===== src/rtl/multiword_add_seq_pkg.sv =====
// Shared types and default sizing for the multi-word add/subtract sequencer.
package multiword_add_seq_pkg;

    localparam int unsigned DEF_N         = 4;
    localparam int unsigned DEF_MAX_WORDS = 8;

    // FIRST: next accepted beat opens a new operation; BUSY: mid-operation
    typedef enum logic {
        FIRST = 1'b0,
        BUSY  = 1'b1
    } state_e;

endpackage


===== src/rtl/multiword_add_seq_core.sv =====
// Combinational N-bit ripple-carry adder.
//   co  : carry out of the top bit
//   sum : N-bit sum word
//   a,b : N-bit addends
//   ci  : carry in to bit 0
module ripple_add_core #(
    parameter int unsigned N = 4
) (
    output logic         co,
    output logic [N-1:0] sum,
    input  logic [N-1:0] a,
    input  logic [N-1:0] b,
    input  logic         ci
);

    // Bit-serial carry chain, LSB to MSB
    always_comb begin
        logic c;
        c   = ci;
        sum = '0;
        for (int i = 0; i < int'(N); i++) begin
            sum[i] = a[i] ^ b[i] ^ c;
            c      = (a[i] & b[i]) | (c & (a[i] ^ b[i]));
        end
        co = c;
    end

endmodule


===== src/rtl/multiword_add_seq.sv =====
// Sequences wide add/subtract through one N-bit adder, one word per beat,
// least-significant word first, with a registered inter-word carry.
//   clk, rst_n            : clock, async active-low reset
//   in_valid/in_ready     : operand beat handshake
//   in_a, in_b            : operand words
//   in_sub                : subtract (sampled on first beat of an operation)
//   in_last               : most-significant word of the operation
//   out_valid/out_ready   : result beat handshake
//   out_sum, out_idx      : result word and its beat index
//   out_last, out_co      : final-word flag, carry (borrow = 0 on subtract)
//   out_ovf, out_trunc    : signed overflow, operation forced to end at MAX_WORDS
module multiword_add_seq
    import multiword_add_seq_pkg::*;
#(
    parameter  int unsigned N         = DEF_N,
    parameter  int unsigned MAX_WORDS = DEF_MAX_WORDS,
    localparam int unsigned CW        = $clog2(MAX_WORDS)
) (
    input  logic          clk,
    input  logic          rst_n,
    input  logic          in_valid,
    output logic          in_ready,
    input  logic [N-1:0]  in_a,
    input  logic [N-1:0]  in_b,
    input  logic          in_sub,
    input  logic          in_last,
    output logic          out_valid,
    input  logic          out_ready,
    output logic [N-1:0]  out_sum,
    output logic [CW-1:0] out_idx,
    output logic          out_last,
    output logic          out_co,
    output logic          out_ovf,
    output logic          out_trunc
);

    state_e        state;
    logic          sub_q;
    logic          carry_q;
    logic [CW-1:0] beat_cnt;

    logic          accept;
    logic          first;
    logic          sub_eff;
    logic          cin;
    logic [N-1:0]  b_eff;
    logic [N-1:0]  sum;
    logic          co;
    logic          end_beat;

    // Output register can be refilled when empty or being drained this cycle
    assign in_ready = !out_valid || out_ready;
    assign accept   = in_valid && in_ready;

    // First beat takes the mode and carry-in straight from in_sub
    assign first    = (state == FIRST);
    assign sub_eff  = first ? in_sub : sub_q;
    assign cin      = first ? in_sub : carry_q;
    assign b_eff    = in_b ^ {N{sub_eff}};

    // Operation ends on in_last or when the beat counter hits its limit
    assign end_beat = in_last || (beat_cnt == CW'(MAX_WORDS - 1));

    ripple_add_core #(.N(N)) u_add (
        .co  (co),
        .sum (sum),
        .a   (in_a),
        .b   (b_eff),
        .ci  (cin)
    );

    // Control state, carry and output register
    always_ff @(posedge clk or negedge rst_n) begin
        if (!rst_n) begin
            state     <= FIRST;
            sub_q     <= 1'b0;
            carry_q   <= 1'b0;
            beat_cnt  <= '0;
            out_valid <= 1'b0;
            out_sum   <= '0;
            out_idx   <= '0;
            out_last  <= 1'b0;
            out_co    <= 1'b0;
            out_ovf   <= 1'b0;
            out_trunc <= 1'b0;
        end else if (accept) begin
            carry_q   <= co;
            if (first) begin
                sub_q <= in_sub;
            end
            out_valid <= 1'b1;
            out_sum   <= sum;
            out_idx   <= beat_cnt;
            out_co    <= co;
            out_ovf   <= (in_a[N-1] == b_eff[N-1]) && (sum[N-1] != in_a[N-1]);
            out_last  <= end_beat;
            out_trunc <= end_beat && !in_last;
            if (end_beat) begin
                state    <= FIRST;
                beat_cnt <= '0;
            end else begin
                state    <= BUSY;
                beat_cnt <= beat_cnt + CW'(1);
            end
        end else if (out_ready) begin
            out_valid <= 1'b0;
        end
    end

endmodule

===== config.mk =====
export PLATFORM = sky130hd
export DESIGN_NAME = multiword_add_seq
export DESIGN_NICKNAME = d
export VERILOG_FILES = /design/src/rtl/multiword_add_seq_pkg.sv /design/src/rtl/multiword_add_seq_core.sv /design/src/rtl/multiword_add_seq.sv
export SDC_FILE = /design/constraint.sdc
export NUM_CORES = 1
export LEC_CHECK = 0
export CORE_AREA = 2 2 64 66
export CTS_BUF_LIST = sky130_fd_sc_hd__clkbuf_8 sky130_fd_sc_hd__clkbuf_16
export DETAILED_ROUTE_END_ITERATION = 6
export DIE_AREA = 0 0 66 68
export PLACE_DENSITY = 0.56
export RECOVER_POWER = 25
export SLEW_MARGIN = 15
export SYNTH_ARGS = -nofsm -noshare
export SYNTH_HDL_FRONTEND = slang
export SYNTH_SLANG_ARGS = --single-unit
export TNS_END_PERCENT = 5

===== constraint.sdc =====
create_clock -name clk -period 3.3 [get_ports clk]
set_clock_uncertainty 0.15 [all_clocks]
set_input_delay 0.33 -clock clk [delete_from_list [all_inputs] [get_ports clk]]
set_output_delay 0.33 -clock clk [all_outputs]
set_load 0.01 [all_outputs]

==> results.md <==
* Full die area at 4488 sq um
* Register area at 425.4 sq um
* Pin count of the biggest net entering global routing at 18
* Worst Setup Path Type: reg2reg
* Post-DP HPWL at 1308 microns
* Core area at 3856 sq um
* Clk Latency, worst-skew pair at 0.25 ns
* Syn nets at 92
* Total Wirelength at 1780 microns
* Post-Synthesis Cells at 71
* Fin. Hold Viols at 0
* Max-slew headroom at 44.02%
* Post-synth EDFFs at 0
* Setup TNS at 0 ns
* Congestion Overflow GR at 0
* Seq pwr share at 39.7%
* Worst vdd ir at 0.2471 mV
* Max cap viols at 0
* Netlist cell types at 21
* CTS sink cnt at 17
* Yosys Warn Count at 0
* Final worst setup slack at 0.2145 ns
* Setup slack at placement at -0.2308 ns
* Post-synthesis sequential area ratio at 46.96%
* WP data arrival at 3.07 ns
* Post-CTS Hold Buffers at 0
* ANT nets after route at 0
* Post-layout util at 33.32%
* DRT iter0 DRCs at 6
* DR WL/cell at 11.71 microns
* Crit path capture type: register
* Sw frac at 30.37%
* RSZ-0062 raised after global routing: false
* Comb power frac at 39.9%
* Number of synthesized register bits at 17
* Static Leak at 0.5921 nW
* Largest cells by area after synthesis: dfrtp_1, fa_1, mux2_4, mux2_2, ha_1
* Status: finished, final reports clean
* Startpoint types: register
* Port Buf Inserts at 26
* Min Tclk post-route at 3.086 ns
* Avg Synthesized Cell Area at 12.76 sq um
* Pwr per Cell Area at 597.2 nW/um^2
* Row cnt at 23
* Synth cell count leaders: dfrtp_1, inv_1, mux2_4
* Post-layout instance area at 1285 sq um
* DIE WIDTH at 66 microns
* Async S/R FF share, synth at 100.0%
* Most frequent cell after synthesis: dfrtp_1
* CTS buffer count at 3
* Initial Util at 23.49%
* Slew Viols, Final at 0
* Vias in the first global route at 643
* Critical Path RT at 3.29 ns
* Slew @ Worst Pin at 0.8370 ns
* Maximum clock insertion buffer count at 2
* Internal at 0.0005343 W
* CTS tree: done
* Worst-path fanout max at 4
* Worst Hold Slack at 0.2201 ns
* Psw at 0.0002331 W
* Setup violators final at 0
* Fill cells at 414
* Clock root cell: clkbuf_8
* # IOs at 27
* DR vias at 617
* Final nets at 124
* Tcrit/Tclk final at 93.50%
* Via-to-Cell Ratio at 4.059
* Gpl congestion at 0.7288
* Tot GR Track Use at 8.982%
* Main synth FF type: dfrtp_1
* Synth top area share at 46.96%
* H-tree Lvls at 1
* Placed Area at 1221 sq um
* Antenna Diode Count at 0
* Highest clock rate at 324.1 MHz
* Area Growth Syn to Fin at 41.85%
* Die Span Y at 68 microns
* Initial antenna violation count at 0
* Post-synth top area cell: dfrtp_1
* Drt first pass iters at 2
* Layout cell share with drive strength beyond 1 at 20.59%
* Tightest Hold Check Type: in2reg
* Multi-input logic area at 429.2 sq um
* First-pass GRT wire length at 2980 microns
* DRC violations left at 0
* Mapped Area at 905.9 sq um
* Clock transition at the registers of the reported paths at 0.07 ns
* Clock power share at 20.4%
-- worst max-delay path, cell delays in order, from the launching register on --
cell and delay (ns):
dfrtp_1 0.46, nor2b_4 0.07, a21oi_2 0.15, xor2_1 0.24, fa_2 0.23, inv_1 0.04, fa_1 0.35, inv_1 0.08
fa_2 0.19, inv_2 0.04, fa_1 0.56, xnor2_1 0.13, nor2_1 0.06, mux2_4 0.25
-- repair_timing --
item	4_1_cts	5_1_grt
gates resized for setup	0	7
endpoints found under the setup margin	0	1
setup buffers	0	1
-- kinds of logic (layout without fill, tap and decap cells) --
family	Yosys count	after routing	share of synthesized area (%)
XOR/XNOR	5	5	4.835
multiplexers	12	12	16.57
buffers and inverters	12	43	6.630
AND/OR/NAND/NOR	12	12	8.425
adder cells (fa/ha/maj)	7	7	12.98
AO/OA/AOI/OAI	6	6	3.591
flip-flops	17	17	46.96
-- power by group through the flow --
stage          combinational, W  sequential, W  clock [W]
2_1_floorplan          0.000135       0.000322          0
3_3_place_gp           0.000297       0.000307          0
3_5_place_dp           0.000303       0.000306          0
4_1_cts                0.000304       0.000304   0.000161
5_1_grt                0.000335       0.000313   0.000172
6_report               0.000306       0.000305   0.000156
-- per-layer routing --
metal  GRT usage (%)  share of wire, %
met2           14.90                50
met5               0                 0
met3           2.138               4.8
met1           11.86                45
met4           2.296                 0
-- cell type report --
| class | count | share of cell area (%) |
|---|---|---|
| Clock buffer | 3 | 3.213 |
| Clock inverter | 1 | 0.2921 |
| Inverter | 10 | 2.921 |
| Multi-Input combinational cell | 42 | 33.40 |
| Sequential cell | 17 | 33.11 |
| Tap cell | 50 | 4.869 |
| Timing Repair Buffer | 29 | 22.20 |
-- layout by cell type, fill, tap and decap left out, drive strengths merged, types with 3 or more instances in the layout --
cell type	instances
buf	3
clkbuf	3
clkdlybuf4s50	23
dfrtp	17
fa	4
ha	3
inv	11
mux2	9
mux2i	3
o21ai	3
xnor2	3
-- per-stage QoR --
step,std cells,power [W]
final,152,0.0007674
after global routing,152,0.0008197
after CTS,151,0.0007695
after detailed placement,147,0.0006091
after global placement,147,0.0006044
after floorplan,71,0.0004568
-- state kept, by name, summed over array words and instances (netlist names) --
| register | count |
|---|---|
| out_sum | 4 |
| beat_cnt | 3 |
| out_idx | 3 |
| carry_q | 1 |
| out_last | 1 |
| out_ovf | 1 |
| out_trunc | 1 |
| out_valid | 1 |
| state | 1 |
| sub_q | 1 |
-- path summary, 6_finish.rpt --
| path | start | end | slack [ns] | cells past startpoint |
|---|---|---|---|---|
| worst max register to register | state | out_ovf | 0.21 | 13 |
| worst max-delay path | state | out_ovf | 0.21 | 13 |
| max in group asynchronous | rst_n | out_idx[1] | 2.01 | 1 |
| worst min register to register | out_last | out_last | 0.35 | 1 |
| worst min-delay path | in_sub | sub_q | 0.22 | 2 |
| min in group asynchronous | rst_n | sub_q | 0.47 | 1 |
(Power assumes the default switching activity.)
